[src/rtl/nsa_pkg.sv]
// nsa_pkg: shared definitions for nibble_seq_adder.
//   state_t  : sequencer states (IDLE, RUN, DONE)
//   NIBBLE_W : width of one adder slice (4)
//   clog2()  : width of the nibble index register for a given slice count
package nsa_pkg;

    localparam int NIBBLE_W = 4;

    typedef enum logic [1:0] {
        IDLE = 2'd0,
        RUN  = 2'd1,
        DONE = 2'd2
    } state_t;

    // Ceiling log2, never below 1 so the index register always has a bit.
    function automatic int clog2(input int n);
        int r;
        r = 1;
        while ((1 << r) < n) begin
            r = r + 1;
        end
        return r;
    endfunction

endpackage

[src/rtl/full_adder.sv]
// full_adder: purely combinational 4-bit ripple adder slice.
// Ports:
//   x, y : 4-bit addends
//   cin  : carry in
//   z    : 4-bit sum
//   cout : carry out
module full_adder (
    input  logic [3:0] x,
    input  logic [3:0] y,
    input  logic       cin,
    output logic [3:0] z,
    output logic       cout
);

    logic [4:0] total;

    assign total = {1'b0, x} + {1'b0, y} + {4'b0000, cin};
    assign z     = total[3:0];
    assign cout  = total[4];

endmodule

[src/rtl/nibble_seq_adder.sv]
// nibble_seq_adder: wide adder that reuses one 4-bit full_adder slice,
// feeding operand nibbles LSB first, one per clock, with a registered carry.
// Result appears NIBBLES cycles after an accepted start.
//
// Optional feature macro: NSA_SUB_EN (adds the `sub` port; when sub=1 the
// operation becomes a - b, cout=1 meaning no borrow).
//
// Ports:
//   clk   : clock, all state on rising edge
//   rst   : synchronous active-high reset
//   start : operation request, honoured only outside RUN
//   a, b  : W-bit operands, W = 4*NIBBLES, latched on accepted start
//   cin   : carry into nibble 0, latched on accepted start
//   sub   : subtract request (only with NSA_SUB_EN)
//   busy  : high while nibbles are being processed
//   done  : one-cycle pulse when sum/cout are updated
//   sum   : result, held between completions
//   cout  : carry out of the top nibble, held with sum
module nibble_seq_adder
    import nsa_pkg::*;
#(
    parameter int NIBBLES = 4
) (
    input  logic                        clk,
    input  logic                        rst,
    input  logic                        start,
    input  logic [NIBBLE_W*NIBBLES-1:0] a,
    input  logic [NIBBLE_W*NIBBLES-1:0] b,
    input  logic                        cin,
`ifdef NSA_SUB_EN
    input  logic                        sub,
`endif
    output logic                        busy,
    output logic                        done,
    output logic [NIBBLE_W*NIBBLES-1:0] sum,
    output logic                        cout
);

    localparam int W     = NIBBLE_W * NIBBLES;
    localparam int PW    = W - NIBBLE_W;
    localparam int IDX_W = clog2(NIBBLES);

    state_t             state;
    state_t             state_nxt;
    logic [W-1:0]       a_sh;
    logic [W-1:0]       b_sh;
    logic [PW-1:0]      part;
    logic               carry;
    logic [IDX_W-1:0]   idx;
    logic               last;

    logic [NIBBLE_W-1:0] add_z;
    logic                add_cout;
    logic [W-1:0]        cat;

    logic [W-1:0]        b_in;
    logic                c_in;

    // Subtraction is a + ~b + 1, so the operand inversion and forced carry
    // are applied once at latch time; the RUN datapath is identical.
`ifdef NSA_SUB_EN
    assign b_in = sub ? ~b : b;
    assign c_in = sub ? 1'b1 : cin;
`else
    assign b_in = b;
    assign c_in = cin;
`endif

    full_adder u_adder (
        .x    (a_sh[NIBBLE_W-1:0]),
        .y    (b_sh[NIBBLE_W-1:0]),
        .cin  (carry),
        .z    (add_z),
        .cout (add_cout)
    );

    // Partial result holds completed nibbles; the new nibble enters at the
    // top, so after the last slice {z, part} is the full sum.
    assign cat  = {add_z, part};
    assign last = (idx == IDX_W'(NIBBLES - 1));

    assign busy = (state == RUN);
    assign done = (state == DONE);

    always_ff @(posedge clk) begin
        if (rst) begin
            state <= IDLE;
        end else begin
            state <= state_nxt;
        end
    end

    always_comb begin
        state_nxt = state;
        case (state)
            IDLE, DONE: state_nxt = start ? RUN : IDLE;
            RUN:        state_nxt = last ? DONE : RUN;
            default:    state_nxt = IDLE;
        endcase
    end

    always_ff @(posedge clk) begin
        if (rst) begin
            a_sh  <= '0;
            b_sh  <= '0;
            part  <= '0;
            carry <= 1'b0;
            idx   <= '0;
            sum   <= '0;
            cout  <= 1'b0;
        end else begin
            case (state)
                IDLE, DONE: begin
                    if (start) begin
                        a_sh  <= a;
                        b_sh  <= b_in;
                        carry <= c_in;
                        idx   <= '0;
                    end
                end
                RUN: begin
                    a_sh  <= a_sh >> NIBBLE_W;
                    b_sh  <= b_sh >> NIBBLE_W;
                    carry <= add_cout;
                    part  <= cat[W-1:NIBBLE_W];
                    idx   <= idx + IDX_W'(1);
                    if (last) begin
                        sum  <= cat;
                        cout <= add_cout;
                    end
                end
                default: ;
            endcase
        end
    end

endmodule

[config.mk]
export PLATFORM = sky130hd
export DESIGN_NAME = nibble_seq_adder
export DESIGN_NICKNAME = d
export VERILOG_FILES = /design/src/rtl/nsa_pkg.sv /design/src/rtl/full_adder.sv /design/src/rtl/nibble_seq_adder.sv
export SDC_FILE = /design/constraint.sdc
export NUM_CORES = 1
export LEC_CHECK = 0
export CORE_MARGIN = 5
export CORE_UTILIZATION = 25
export CTS_BUF_LIST = sky130_fd_sc_hd__clkbuf_8
export CTS_CLUSTER_DIAMETER = 30
export DETAILED_ROUTE_END_ITERATION = 8
export MAX_ROUTING_LAYER = met4
export PLACE_DENSITY = 0.47
export SLEW_MARGIN = 20
export SYNTH_ARGS = -nofsm -noshare
export SYNTH_HDL_FRONTEND = slang
export SYNTH_SLANG_ARGS = --single-unit
[constraint.sdc]
create_clock -name clk -period 1.91 [get_ports clk]
set_input_delay 0.2865 -clock clk [delete_from_list [all_inputs] [get_ports clk]]
set_output_delay 0.2865 -clock clk [all_outputs]
set_load 0.1 [all_outputs]
### After elaboration in Yosys (flattened, before gate mapping)

Cells that the tools add are included.

* reduce and logical (&&, ||, !) cells: 5
* muxes and demuxes: 11
* equality and inequality tests: 4
* $add $sub $neg: 3

Operators with widths (count)
* one-hot mux 16 bit (2 select lines): 2
* two-way mux 16 bit: 2
* one-hot mux 2 bit (2 select lines): 2
* adder 4 x 4 -> 5 bit: 1
* adder 5 x 1 -> 5 bit: 1
* equality test 2 bit (second input constant): 2
* two-way mux 2 bit: 2
* AND reduction 2 bit: 2
* adder 2 x 1 -> 2 bit (second input constant): 1
* equality test 2 x 1 -> 1 bit (second input constant): 1
* zero test 2 bit: 1
* two-way mux 1 bit: 2
* != test 2 bit (second input constant): 1
* one-hot mux 1 bit (2 select lines): 1
* nonzero test 2 bit: 1
* OR reduction 2 bit: 1

* word-level logic and storage cells: 31
* bits in registers: 66

### Depth between registers and ports, before layout

* depth in word-level cells: 4
* gate-level depth with buffers: 6
* gate-level depth less buffers: 5

### Hierarchy

From an unflattened synthesis, not the netlist that was laid out.

* cell total of the unflattened synthesis: 337
* area, all modules: 2682.6 um^2

Modules (own cells, without submodules)
* nibble_seq_adder: seq. area each 1321.3 um^2, times used 1, cells each 321, area each 2538.7 um^2
* full_adder: seq. area each 0.0 um^2, times used 1, cells each 16, area each 143.9 um^2

### Worst setup path before layout

No wires, ideal clock.

* kind: flip-flop to output port
* start: register state[0]
* end: output done
* data arrival time: 1.678 ns
* slack: -0.054 ns
* stages on the path, launching flop included: 2
* path buffers: 0
* cells stage by stage: dfxtp_1 -> nor2b_1

* word-level cells in the longest chain between the ends: 1

RTL lines
* start, declared: line nibble_seq_adder.sv:43 `state_t state;`
* start signal, assigned: line nibble_seq_adder.sv:89 `state <= state_nxt;`
* equality test 2 bit: line nibble_seq_adder.sv:83 `assign done = (state == DONE);`
* end, declared: line nibble_seq_adder.sv:34 `output logic done,`

No other way between the ends.

### Worst setup path after layout

* start: register a_sh[0]
* end: register cout

* word-level cells in the longest chain between the ends: 2

RTL lines
* start, declared: line nibble_seq_adder.sv:45 `logic [W-1:0] a_sh;`
* start signal, assigned: line nibble_seq_adder.sv:122 `a_sh <= a_sh >> NIBBLE_W;`
* adder 4 x 4 -> 5 bit: line full_adder.sv:17 `assign total = {1'b0, x} + {1'b0, y} + {4'b0000, cin};`
* adder 5 x 1 -> 5 bit: line full_adder.sv:17
* end signal, assigned: line nibble_seq_adder.sv:129 `cout <= add_cout;`
* end, declared: line nibble_seq_adder.sv:36 `output logic cout`

No other way between the ends.
A chain may end at the register's enable or synchronous reset.

==> impl_metrics.env <==
export IMPL_status="completed"
export IMPL_cp_data_arrival_time_ns=2.00
export IMPL_grt_max_degree=73
export IMPL_rsz0062_at_grt="false"
export IMPL_drc=0
export IMPL_final_nets=418
export IMPL_ys_seq_area_frac=0.482
export IMPL_dieArea_um2=13200
export IMPL_finalSetupViolations=0
export IMPL_design_area_um2=3610
export IMPL_io_buffers=54
export IMPL_clock_sinks=66
export IMPL_grtUsageTotal=0.115
export IMPL_placed_cell_area_um2=3380
export IMPL_insertion_delay_ns=0.33
export IMPL_avgSynthCellArea_um2=8.31
export IMPL_overflow=0
export IMPL_gr_usage_met3=0.0439
export IMPL_synth_top_area_frac=0.482
export IMPL_yosysWarnings=0
export IMPL_post_drt_wl_per_cell_um=13.2
export IMPL_synthXorXnorAreaFrac=0.00319
export IMPL_fin_util=0.334
export IMPL_cts_repair_resized=0
export IMPL_final_hold_viol_count=0
export IMPL_max_slew_margin=0.690
export IMPL_ant_nets=0
export IMPL_hp_class="in -> reg"
export IMPL_busiest_layer="met2"
export IMPL_diodes=0
export IMPL_vias=2355
export IMPL_cts_buffers=9
export IMPL_gp_congestion=0.746
export IMPL_synth_fa_ha_area_frac=0.0329
export IMPL_layoutNonFillerInstCount=520
export IMPL_firstDrtPassIters=4
export IMPL_rr_worst_depth=5
export IMPL_powerDensity_nw_per_um2=886
export IMPL_path_class="reg -> reg"
export IMPL_cts_tree="built"
export IMPL_area_growth_pct=31.6
export IMPL_cp_start_kind="register"
export IMPL_critPathMaxFanout=2
export IMPL_cts_hold_fix_buffers=0
export IMPL_yosys_area_top_type="dfxtp_1"
export IMPL_syn_inst=330
export IMPL_ys_types=29
export IMPL_multi_input_area_um2=1270
export IMPL_drt_iter0_drc=88
export IMPL_register_area_um2=1320
export IMPL_path_delay_family="adder cells"
export IMPL_crit_path_max_incr_delay_ns=0.46
export IMPL_antenna_found_initial=0
export IMPL_cts_root_buf="clkbuf_8"
export IMPL_peakVddDrop_mv=0.314
export IMPL_crit_start="a_sh[0]"
export IMPL_io_pins=55
export IMPL_r2r_end="cout"
export IMPL_slowest_stage="fa_1"
export IMPL_fmax_ghz=0.556
export IMPL_cp_endpoint="cout"
export IMPL_critical_path_buf_inv_count=0
export IMPL_r2r_start="a_sh[0]"
export IMPL_ys_ff_latch=66
export IMPL_drv_cap=0
export IMPL_dp_hpwl_um=4680
export IMPL_tns_ns=0
export IMPL_core_area_um2=10800
export IMPL_routed_wl_um=6870
export IMPL_synth_top_family_by_area="simple AND/OR/NAND/NOR gates"
export IMPL_layout_drive_gt1_share=0.142
export IMPL_synth_compound_area_share=0.190
export IMPL_endpoint_kind="register"
export IMPL_dp_cells=505
export IMPL_tightest_slew_ns=0.454
export IMPL_synth_area_leaders="dfxtp_1, nand2_1, a21oi_1, a311oi_1, nor2_1"
export IMPL_syn_nets=372
export IMPL_finalCriticalPeriod_ns=1.80
export IMPL_postCtsSetupRepairBufs=0
export IMPL_vias_per_cell=4.53
export IMPL_cts_buffer_depth=2
export IMPL_h_tree_depth=3
export IMPL_synthMuxAreaShare=0
export IMPL_cts_clk_slew_worst_paths_ns=0.07
export IMPL_cp_depth=5
export IMPL_ff2ff_setup_slack_ns=0.11
export IMPL_die_height_um=115
export IMPL_grt_pass1_vias=2309
export IMPL_grtUsageMet2=0.173
export IMPL_cpMostUsedCell="fa_1"
export IMPL_worst_clock_skew_ns=0.00635
export IMPL_fill_cells=1141
export IMPL_min_period_over_period=0.941
export IMPL_synth_area_um2=2740
export IMPL_met1_usage=0.142
export IMPL_die_width_um=115
export IMPL_grt_pass1_wl_um=11500
export IMPL_start_util=0.254
export IMPL_cp_cell_sequence="fa_1 -> fa_1 -> a21o_1 -> a21oi_1 -> a211oi_1"
export IMPL_p_leak_nw=1.35
export IMPL_row_count=38
export IMPL_critical_path_required_ns=2.11
export IMPL_drv_slew=0
export IMPL_yosys_area_share_simple=0.234
==> area by class of cell <==
class / instances / area share
clock inverter: 1 / 0.00832
timing repair buffer: 62 / 0.169
sequential: 66 / 0.366
multi-input combinational: 235 / 0.352
clock buffer: 14 / 0.0534
tap: 140 / 0.0486
inverter: 2 / 0.00208
==> flip-flops by register name (all words and copies together), names as in the netlist <==
| register | cells |
|---|---|
| a_sh | 16 |
| state | 2 |
| idx | 2 |
| part | 12 |
| cout | 1 |
| carry | 1 |
| b_sh | 16 |
| sum | 16 |
==> worst min-delay path by stage <==
| stage | startpoint | to | slack [ns] | cells past startpoint |
|---|---|---|---|---|
| 3_3_place_gp | part[1] | sum[1] | 0.45 | 2 |
| 5_1_grt | rst | a_sh[15] | 0.34 | 2 |
| 2_1_floorplan | a[12] | a_sh[12] | 0.42 | 2 |
| 6_report | rst | a_sh[14] | 0.35 | 2 |
| 4_1_cts | rst | a_sh[12] | 0.33 | 2 |
| 3_5_place_dp | part[1] | sum[1] | 0.44 | 2 |
==> cells by family after synthesis <==
kind of cell,Yosys count
adders and majority gates,6
buffers and inverters,29
AOI/OAI and AO/OA,71
and+or+nand+nor,157
DFF,66
xor gates and xnor gates,1
==> power breakdown <==
part	leakage, nW	total, mW	switching, mW	internal [mW]
registers	0.539	1.50	0.0512	1.45
logic	0.693	0.414	0.226	0.188
clock network	0.115	1.28	0.502	0.775
total	1.35	3.20	0.779	2.42
==> layer usage <==
| layer | wire, um | vias to the layer above |
|---|---|---|
| li1 | - | 1223 |
| met1 | 3230 | 1074 |
| met2 | 3190 | 56 |
| met3 | 401 | 2 |
| met4 | 39 | 0 |
| met5 | 0 | - |
==> synth_stat cells (all sizes together) <==
cell type	count
a311oi	24
a31oi	1
a211oi	3
fa	2
nand3b	1
and4	2
o22ai	1
ha	4
a311o	2
nand2b	3
nor2b	3
and3b	2
a21o	1
xnor2	1
a2111oi	2
nand3	11
a21oi	36
nand2	106
buf	26
nor2	29
o21a	1
inv	2
dfxtp	66
clkbuf	1
==> metrics by stage <==
step	total power [mW]	worst slack (ns)	hold slack, ns
global route	3.37	0.0288	0.340
floorplan	1.80	0.201	0.423
finish	3.20	0.113	0.348
global placement	1.95	0.134	0.446
CTS	3.25	0.111	0.335
detailed placement	1.96	0.122	0.445
==> cells in the final DEF (no fill, tap or decap), types with 2 or more instances in the layout <==
master	Yosys	final
nand2_1	106	106
nor2b_2	0	2
fa_1	2	2
nand2b_1	3	2
a2111oi_0	2	2
a211oi_1	3	3
clkbuf_8	0	14
buf_12	0	5
nand3_1	11	11
ha_1	4	4
a311oi_1	17	17
a311oi_2	7	7
nor2_1	29	29
and3b_1	2	2
dfxtp_1	66	66
and4_1	2	2
clkdlybuf4s50_1	0	34
a21oi_1	36	36
buf_4	4	22
a311o_1	2	2
No activity file was read; power rests on OpenSTA's default activity.
